===== src/rtl/rom_port_arbiter.sv =====
// rom_port_arbiter: shares the instruction ROM read port between the fetch
// port (F) and the data/literal port (D). Round-robin grant with a per-port
// registered response and valid/ready backpressure. Also counts the cycles in
// which both ports were eligible.
module rom_port_arbiter #(
  parameter int unsigned ADDR_W = 11,
  parameter int unsigned DATA_W = 32,
  parameter int unsigned CNT_W  = 16
) (
  input  logic              clk,
  input  logic              rst,
  // fetch port
  input  logic              f_req,
  input  logic [ADDR_W-1:0] f_addr,
  output logic              f_gnt,
  output logic              f_rvalid,
  output logic [DATA_W-1:0] f_rdata,
  input  logic              f_rready,
  // data port
  input  logic              d_req,
  input  logic [ADDR_W-1:0] d_addr,
  output logic              d_gnt,
  output logic              d_rvalid,
  output logic [DATA_W-1:0] d_rdata,
  input  logic              d_rready,
  // ROM side
  output logic [ADDR_W-1:0] rom_addr,
  input  logic [DATA_W-1:0] rom_inst,
  // statistics
  output logic [CNT_W-1:0]  conflict_cnt
);

  // 1 when D holds the most recent grant, so F wins the next conflict
  logic last_gnt_d;
  logic elig_f;
  logic elig_d;
  logic both_elig;

  // Eligibility: a full, undrained response register blocks its port
  always_comb begin
    elig_f    = f_req && (!f_rvalid || f_rready);
    elig_d    = d_req && (!d_rvalid || d_rready);
    both_elig = elig_f && elig_d;
  end

  // Round-robin grant; never depends on rom_inst, suppressed during reset
  always_comb begin
    f_gnt    = 1'b0;
    d_gnt    = 1'b0;
    if (!rst) begin
      f_gnt = elig_f && (!elig_d || last_gnt_d);
      d_gnt = elig_d && (!elig_f || !last_gnt_d);
    end
    rom_addr = d_gnt ? d_addr : f_addr;
  end

  // Response registers, grant history and saturating conflict counter
  always_ff @(posedge clk) begin
    if (rst) begin
      f_rvalid     <= 1'b0;
      f_rdata      <= '0;
      d_rvalid     <= 1'b0;
      d_rdata      <= '0;
      last_gnt_d   <= 1'b1;
      conflict_cnt <= '0;
    end else begin
      if (f_gnt) begin
        f_rdata  <= rom_inst;
        f_rvalid <= 1'b1;
      end else if (f_rready) begin
        f_rvalid <= 1'b0;
      end

      if (d_gnt) begin
        d_rdata  <= rom_inst;
        d_rvalid <= 1'b1;
      end else if (d_rready) begin
        d_rvalid <= 1'b0;
      end

      if (f_gnt) begin
        last_gnt_d <= 1'b0;
      end else if (d_gnt) begin
        last_gnt_d <= 1'b1;
      end

      if (both_elig && (conflict_cnt != {CNT_W{1'b1}})) begin
        conflict_cnt <= conflict_cnt + CNT_W'(1);
      end
    end
  end

endmodule


===== config.mk =====
export PLATFORM = sky130hd
export DESIGN_NAME = rom_port_arbiter
export DESIGN_NICKNAME = d
export VERILOG_FILES = /design/src/rtl/rom_port_arbiter.sv
export SDC_FILE = /design/constraint.sdc
export NUM_CORES = 1
export LEC_CHECK = 0
export ABC_CLOCK_PERIOD_IN_PS = 5450
export CAP_MARGIN = 15
export CORE_ASPECT_RATIO = 0.6
export CORE_MARGIN = 10
export CORE_UTILIZATION = 40
export DETAILED_ROUTE_END_ITERATION = 12
export PLACE_DENSITY = 0.87
export RECOVER_POWER = 50
export SETUP_SLACK_MARGIN = 0.3
export SYNTH_ARGS = -nofsm -noshare
export SYNTH_HDL_FRONTEND = slang
export SYNTH_SLANG_ARGS = --single-unit

===== constraint.sdc =====
create_clock -name clk -period 5.45 [get_ports clk]
set_input_delay 0.545 -clock clk [delete_from_list [all_inputs] [get_ports clk]]
set_output_delay 0.545 -clock clk [all_outputs]
set_load 0.1 [all_outputs]

# == Word level (Yosys, flattened, before mapping) ==
# Cells that the tools add are included.
# word_totals
word_cells,35
register_bits,83
out_inout_bits,95
inputBits,60
# classes
eq_ne,1
n_addsub,1
reduce_logical,18
n_mux,9
# op_table
operator,n
adder 16 x 1 -> 16 bit (second input constant),1
!= test 16 bit (second input constant),1
2-to-1 mux 11 bit,1
2-to-1 mux 1 bit,8
logical AND 1 bit,6
nonzero test 2 bit,3
zero test 1 bit,5
logical OR 1 bit,4

# == Logic depth before layout (Yosys ltp) ==
# Gate-level depths: netlist of the first run.
# logic_depth
word_depth,9
mapped_depth,7
depth_no_buf,5

# == Worst setup path after synthesis of the first run ==
# No wires, ideal clock.
# synth_path
path_kind,register to output
from,register d_rvalid
to,output f_gnt
t_arrival_ns,3.021
path_buffers,1
t_required_ns,4.905
stages_incl_launch_ff,5
slack_ns,1.884
cell_sequence,dfxtp_1 nor2b_1 o311ai_2 clkbuf_1 nor2_1
# synth_between
elab_chain_cells,7
# synth_rtl
element,line_no,text
from (decl),23,"output logic d_rvalid,"
from (signal assigned),62,d_rvalid <= 1'b0;
from (signal assigned),76,d_rvalid <= 1'b1;
from (signal assigned),78,d_rvalid <= 1'b0;
zero test 1 bit,42,elig_d = d_req && (!d_rvalid || d_rready);
logical OR 1 bit,42,
logical AND 1 bit,42,
zero test 1 bit,51,f_gnt = elig_f && (!elig_d || last_gnt_d);
logical OR 1 bit,51,
logical AND 1 bit,51,
2-to-1 mux 1 bit,50,if (!rst) begin
to (decl),15,"output logic f_gnt,"
# No other way between the ends.

# == Final worst setup path of the first run ==
# layout_path
from,input d_req
to,output f_gnt
# layout_between
elab_chain_cells,5
# layout_rtl
element,line_no,text
from (decl),20,"input logic d_req,"
logical AND 1 bit,42,
zero test 1 bit,51,
logical OR 1 bit,51,
logical AND 1 bit,51,
2-to-1 mux 1 bit,50,
# No other way between the ends.

==> key figures, run 1 <==
Setup path
  – Levels on crit path: 6
  – CP max FO: 34
  – Worst path required time: 4.91 ns
  – FF-to-FF path depth: 5
  – CP endpoint kind: primary output
  – Crit-path slowest cell: clkbuf_1
  – CP peak stage delay: 1.19 ns
  – CP Launch Point: d_req
  – Type of the worst setup path: in -> out
  – Worst path cell trace: dlygate4sd3_1, inv_1, o311ai_0, clkbuf_1, nor2_1, clkdlybuf4s50_1
  – FF-to-FF setup slack: 2.70 ns
  – Critical Path Start Type: input port
  – WP buf/inv: 4
  – Origin of the critical flop-to-flop path: conflict_cnt[1]$_SDFFE_PP0P_
  – Reg-to-reg endpoint: conflict_cnt[3]$_SDFFE_PP0P_
  – CP delay by family, top: buffers and inverters
  – Worst Setup EP: f_gnt
  – CP Data Arrival Time: 3.96 ns

Synthesis
  – Largest family of logic cells by synthesized area: simple AND/OR/NAND/NOR gates
  – Post-synth EDFFs: 0
  – Cells after synthesis: between 400 and 500
  – Register area share after synthesis: around half
  – Post-synthesis compound-gate area fraction: approximately 15%
  – Async S/R FF share, synth: 0%
  – Unique masters post-synth: 35
  – Synth cell count leaders: nand2_1, dfxtp_1, a21oi_1
  – Synth area leader: dfxtp_1
  – Mux contribution to synthesized area: 5.66%
  – Syn avg cell area: 8.16 sq um
  – Post-Synth XOR/XNOR Area: 0%
  – Synth top area share: 49.4%
  – Most common cell in the netlist: nand2_1
  – Simple-Gate Fraction of Synth Area: 25.3%
  – Synth warnings: 0
  – Syn_nets: 473
  – Primary FF master, synth: dfxtp_1
  – Post-Synth Adder-Cell Area: 0.372%
  – Mapped Area: about 0.0034 sq mm
  – Synthesized flop and latch total: 83
  – Top cells by area, synth: dfxtp_1, nand2_1, a21oi_1

Global route
  – Number of global-route vias before repair: 3,436
  – Initial antenna violation count: 0
  – Grt ovf: 0
  – Largest net degree at the start of global routing: 89
  – Total track usage: 17.7%
  – Global-route wire length before repair: 18,200 um

Die
  – Die area: about 0.013 sq mm
  – Die X: approximately 140 um
  – FP Rows: 25
  – Starting Density: 41.8%
  – Core Region: between 0.008 and 0.009 sq mm
  – I/O pins: 155
  – Die height: 91.0 um

Pwr
  – PD cells: 338 mW/mm^2
  – Sequential share of power: 37.2%
  – Max VDD drop: 198 uV
  – Total power: 1.76 mW
  – P_int: roughly 1.1 mW
  – Power share of the combinational group: around 29%
  – Clock power frac: ~34%
  – Leakage Power: 2.03 nW
  – Sw Share: 35.9%
  – NetSw: 634 uW

Route
  – Iter 0 DRT Violations: 175
  – Initial DRT Pass Iterations: 4
  – Antenna Violating Nets Remaining: 0
  – Vias/cell: 5.17
  – Final WL: 11,600 um
  – Via count: between 3k and 4k
  – Average wire per standard cell: roughly 17 um
  – Post-route DRC: 0

Place
  – PortBufs: 154
  – Hpwl dp: 8590 um
  – RePlAce Congestion: approximately 0.84
  – # placed instances: between 600 and 700

Timing
  – Rel. slew slack: -21.3%
  – F_max: between 200 and 250 MHz
  – Slew @ Worst Pin: 1.80 ns
  – TNS Setup: 0 ns
  – Final Skew: 0.00632 ns
  – Fin crit period: between 4 and 5 ns
  – Setup violations, final: 0
  – Final hold vios: 0
  – RSZ-0062 raised after global routing: false
  – Slew Viols, Final: 85
  – WHS: approximately 0.45 ns
  – Period utilisation layout: 82.6%

Final layout
  – Final nets: ~600
  – Final design utilization: 65.0%
  – Final cell count without fillers: 666
  – Layout cells sized above 1: 6.99%
  – N_diodes: 0
  – Layout area overhead: 55.4%

Clock network
  – Buffer count from post-CTS setup fixing: 0
  – H-tree Lvls: 3
  – CTS tree: yes
  – CTS resizes: 0
  – Root buffer cell: clkbuf_16
  – Cts-stage hold buffer count: 0
  – Clock slew at reported path FFs: 0.06 ns
  – Sink Count: 83
  – Worst skew pair latency: 0.33 ns
  – Largest buffer count on any clock path: 2
  – CTS buffer count: 9

Worst hold path
  – Hold crit path type: reg -> reg

Run
  – Max_cap viols: 3

Run status
  – Failing checks: max-capacitance violations, max-slew violations
  – Status: finished, violations left
## logic make-up (layout without fill, tap and decap cells)
| logic type | Yosys count | after routing |
|---|---|---|
| buffers and inverters | 32 | 178 |
| AO/OA/AOI/OAI | 91 | 91 |
| adder cells (fa/ha/maj) | 1 | 1 |
| flip-flops | 83 | 83 |
| AND/OR/NAND/NOR | 188 | 188 |
| multiplexers | 17 | 17 |
## metal layers
metal | global-route usage (%) | wire length, um | vias up
li1 | - | - | 1694
met1 | 19.0 | 4490 | 1604
met2 | 29.5 | 5550 | 137
met3 | 10.2 | 1430 | 10
met4 | 4.28 | 95 | 0
met5 | 0 | 0 | -
## final cells by class
class	instances	area [sq um]
Clock buffer	14	254
Fill cell	656	2810
Multi-Input combinational cell	297	1570
Sequential cell	83	1660
Inverter	3	11.3
Tap cell	108	135
Timing Repair Buffer	159	1560
Clock inverter	2	35.0
## registers in the layout, indices dropped and copies added (netlist names)
signal,count
d_rdata,32
conflict_cnt,16
d_rvalid,1
f_rvalid,1
f_rdata,32
last_gnt_d,1
## tightest hold or removal path: stages, from the launching register on
cell     delay, ns
dfxtp_1       0.30
nand2_1       0.05
a21oi_1       0.05
## stage by stage
step / worst slack [ns] / area [sq um]
final: 0.950 / 5230
after global routing: 0.693 / 5230
after CTS: 1.45 / 5260
after detailed placement: 1.45 / 4970
after global placement: 1.55 / 4970
after floorplan: 1.88 / 3360
## power by group through the flow
| stage | registers, mW | clock network [mW] | logic, mW |
|---|---|---|---|
| 2_1_floorplan | 0.900 | 0 | 0.145 |
| 3_3_place_gp | 0.669 | 0 | 0.523 |
| 3_5_place_dp | 0.672 | 0 | 0.528 |
| 4_1_cts | 0.659 | 0.610 | 0.529 |
| 5_1_grt | 0.661 | 0.634 | 0.537 |
| 6_report | 0.657 | 0.594 | 0.513 |
## worst min-delay path by stage
| stage | start | end | slack, ns | cells after the start |
|---|---|---|---|---|
| 3_3_place_gp | f_rdata[21]$_SDFFE_PP0P_ | f_rdata[21]$_SDFFE_PP0P_ | 0.44 | 2 |
| 3_5_place_dp | d_rdata[8]$_SDFFE_PP0P_ | d_rdata[8]$_SDFFE_PP0P_ | 0.45 | 2 |
| 4_1_cts | d_rdata[8]$_SDFFE_PP0P_ | d_rdata[8]$_SDFFE_PP0P_ | 0.46 | 2 |
| 2_1_floorplan | last_gnt_d$_SDFFE_PP1P_ | last_gnt_d$_SDFFE_PP1P_ | 0.55 | 1 |
| 5_1_grt | f_rdata[6]$_SDFFE_PP0P_ | f_rdata[6]$_SDFFE_PP0P_ | 0.47 | 2 |
| 6_report | d_rdata[27]$_SDFFE_PP0P_ | d_rdata[27]$_SDFFE_PP0P_ | 0.45 | 2 |
## cells in the final DEF (no fill, tap or decap), types with 2 or more instances in the layout
master and count:
nand4_1 6, clkbuf_16 9, or3_1 2, clkbuf_1 6
nor2b_1 6, mux2_2 16, a21oi_1 76, nand4_2 2
nand2b_1 2, or4_1 8, nand3_1 5, nand2_1 135
buf_4 5, o31ai_1 9, clkdlybuf4s50_1 94, nor2_1 8
dlygate4sd3_1 57, inv_1 3, and4_1 2, nor3_1 2
dfxtp_1 83, nor4_1 5
Note: power is estimated with default switching activity, not from simulation.
==> run 2: changes to the inputs <==
--- a/config.mk
+++ b/config.mk
@@ -5,13 +5,13 @@
 export SDC_FILE = /design/constraint.sdc
 export NUM_CORES = 1
 export LEC_CHECK = 0
-export ABC_CLOCK_PERIOD_IN_PS = 5450
+export ABC_CLOCK_PERIOD_IN_PS = 4000
 export CAP_MARGIN = 15
 export CORE_ASPECT_RATIO = 0.6
 export CORE_MARGIN = 10
-export CORE_UTILIZATION = 40
+export CORE_UTILIZATION = 37
 export DETAILED_ROUTE_END_ITERATION = 12
-export PLACE_DENSITY = 0.87
+export PLACE_DENSITY = 0.85
 export RECOVER_POWER = 50
 export SETUP_SLACK_MARGIN = 0.3
 export SYNTH_ARGS = -nofsm -noshare
==> constraint.sdc (replaced) <==
create_clock -name clk -period 4 [get_ports clk]
set_input_delay 0.4 -clock clk [delete_from_list [all_inputs] [get_ports clk]]
set_output_delay 0.4 -clock clk [all_outputs]
set_load 0.1 [all_outputs]
==> key figures, run 2 (synthesized netlist as in run 1, its figures left out) <==
Run status
  – Status: finished, violations left
  – Failing checks: max-capacitance violations, max-slew violations

Route
  – Vias/cell: 5.25 (+1.6%)
  – Antenna Violating Nets Remaining: 0 (unchanged)
  – Final WL: 11,900 um (+2.9%)
  – Post-route DRC: 0 (unchanged)
  – Iter 0 DRT Violations: 189 (+8.0%)
  – Initial DRT Pass Iterations: 5 (+1)
  – Via count: 3,526 (+2.4%)
  – Average wire per standard cell: 17.7 um (+2.1%)

Timing
  – F_max: 326 MHz
  – Period utilisation layout: 76.6%
  – Final Skew: 0.00516 ns (-0.00116 ns)
  – Rel. slew slack: -9.71% (+12 points)
  – Slew @ Worst Pin: 1.65 ns (-0.157 ns)
  – Fin crit period: 3.07 ns
  – Setup violations, final: 0 (unchanged)
  – TNS Setup: 0 ns (unchanged)
  – Final hold vios: 0 (unchanged)
  – RSZ-0062 raised after global routing: false
  – Slew Viols, Final: 68 (-20%)

Clock network
  – Clock slew at reported path FFs: 0.06 ns (about the same)
  – Cts-stage hold buffer count: 0 (unchanged)
  – CTS resizes: 0 (unchanged)
  – Sink Count: 83 (unchanged)
  – Buffer count from post-CTS setup fixing: 0 (unchanged)
  – Largest buffer count on any clock path: 2 (unchanged)
  – CTS buffer count: 9 (unchanged)
  – Root buffer cell: clkbuf_16
  – CTS tree: yes
  – H-tree Lvls: 3 (unchanged)
  – Worst skew pair latency: 0.33 ns (about the same)

Final layout
  – Layout area overhead: 61.0%
  – Filler instances: 735 (+12%)
  – Regs by FF count: d_rdata (32), f_rdata (32), conflict_cnt (16)
  – N_diodes: 0 (unchanged)
  – Final nets: 615 (+0.16%)
  – Final design utilization: 62.3% (-2.7 points)
  – Multi-input gate area: 0.00157 sq mm (about the same)
  – Final Cell Area: 0.00541 sq mm (+3.6%)
  – Layout cells sized above 1: 9.30% (+2.3 points)
  – Commonest non-fill, non-tap cell in the layout: nand2_1
  – Reg area: 0.00166 sq mm (unchanged)
  – Commonest non-fill, non-tap cells in the layout: nand2_1, clkdlybuf4s50_1, dfxtp_1, a21oi_1, dlygate4sd3_1

Worst hold path
  – Hold crit path type: reg -> reg
  – Hold EP: f_rdata[7]$_SDFFE_PP0P_
  – Worst min-delay path startpoint: f_rdata[7]$_SDFFE_PP0P_
  – Hold Path Stages: 2 (unchanged)

Place
  – DP Area: 0.00509 sq mm (+2.5%)
  – Hpwl dp: 8990 um (+4.6%)
  – RePlAce Congestion: 0.835 (-0.20%)
  – PortBufs: 154 (unchanged)

Die
  – I/O pins: 155 (unchanged)
  – Die area: 0.0134 sq mm (+6.6%)
  – Die X: 143 um (+3.4%)
  – Starting Density: 38.7% (-3.1 points)
  – FP Rows: 26 (+4.0%)
  – Die height: 93.8 um (+3.1%)
  – Core Region: 0.00869 sq mm (+8.0%)

Setup path
  – FF-to-FF path depth: 5 (unchanged)
  – Origin of the critical flop-to-flop path: d_rvalid$_SDFFE_PP0P_
  – Critical Path Start Type: input port
  – Type of the worst setup path: in -> reg
  – CP peak stage delay: 1.24 ns (+0.05 ns)
  – Crit-path slowest cell: clkbuf_1
  – WP buf/inv: 3 (-1)
  – Worst path cell trace: dlygate4sd3_1, inv_1, o311ai_0, clkbuf_1, nand2_1, a21oi_1
  – Reg-to-reg endpoint: f_rdata[5]$_SDFFE_PP0P_
  – CP Data Arrival Time: 3.31 ns (-0.65 ns)
  – Worst path required time: 4.25 ns (-0.66 ns)
  – FF-to-FF setup slack: 1.21 ns (-1.49 ns)
  – CP max FO: 33 (-2.9%)
  – CP endpoint kind: flip-flop
  – CP delay by family, top: buffers and inverters

Global route
  – Initial antenna violation count: 0 (unchanged)
  – Number of global-route vias before repair: 3,398 (-1.1%)
  – Total track usage: 17.3% (-0.42 points)
  – Largest net degree at the start of global routing: 60 (-33%)
  – Global-route wire length before repair: 18,500 um (+1.6%)
  – Grt ovf: 0 (unchanged)

Pwr
  – Leakage Power: 2.07 nW (+2.3%)
  – PD cells: 476 mW/mm^2 (+41%)
  – Max VDD drop: 317 uV (+60%)

Run
  – Max_cap viols: 2 (-1)
[run 2: cell types whose count changed in the layout (fill, tap and decap cells not counted), sizes merged]
| cell | change |
|---|---|
| clkbuf | -2 |
| buf | +12 |
| clkinvlp | +1 |
| clkinv | -1 |
| dlygate4sd3 | -16 |
| bufinv | +2 |
| clkdlybuf4s50 | +5 |
[run 2: worst max-delay path by stage]
stage / depth (start not counted) / end / from
after floorplan: 4 / f_gnt / d_rvalid$_SDFFE_PP0P_
after global placement: 6 / rom_addr[3] / f_rready
after detailed placement: 6 / rom_addr[2] / f_rready
after CTS: 6 / rom_addr[2] / f_rready
after global routing: 6 / f_rdata[5]$_SDFFE_PP0P_ / d_req
final: 6 / f_rdata[5]$_SDFFE_PP0P_ / d_req
[run 2: where the power goes]
group,internal (mW),switching [mW]
Sequential,0.872,0.0239
Clock,0.628,0.321
Combinational,0.193,0.538
Total,1.69,0.883
[run 2: worst reg2reg max path, stage by stage (launching register included)]
cell	delay, ns
dfxtp_1	0.32
nor2b_1	0.20
o311ai_0	0.50
clkbuf_1	1.24
nand2_1	0.21
a21oi_1	0.23
[run 2: through the flow]
stage / setup WS [ns] / cells / power (mW) / hold WS [ns]
2_1_floorplan: 0.579 / 412 / 1.42 / 0.536
3_3_place_gp: 1.10 / 654 / 1.65 / 0.441
3_5_place_dp: 1.05 / 654 / 1.66 / 0.445
4_1_cts: 1.04 / 670 / 2.62 / 0.453
5_1_grt: 0.836 / 671 / 2.67 / 0.471
6_report: 0.934 / 671 / 2.57 / 0.450
[run 2: area by class of cell]
type	instances	share of cell area, %
Timing Repair Buffer	160	31.2
Sequential cell	83	30.7
Multi-Input combinational cell	297	28.9
Clock buffer	12	4.55
Tap cell	112	2.59
Clock inverter	4	1.80
Inverter	3	0.208
[run 2: per-layer routing]
layer  part of all wire (%)  track usage [%]  wire length (um)
met1                     39             18.8              4690
met2                     46             27.9              5430
met3                     14             10.6              1680
met4                   0.71             4.36                85
met5                      0                0                 0
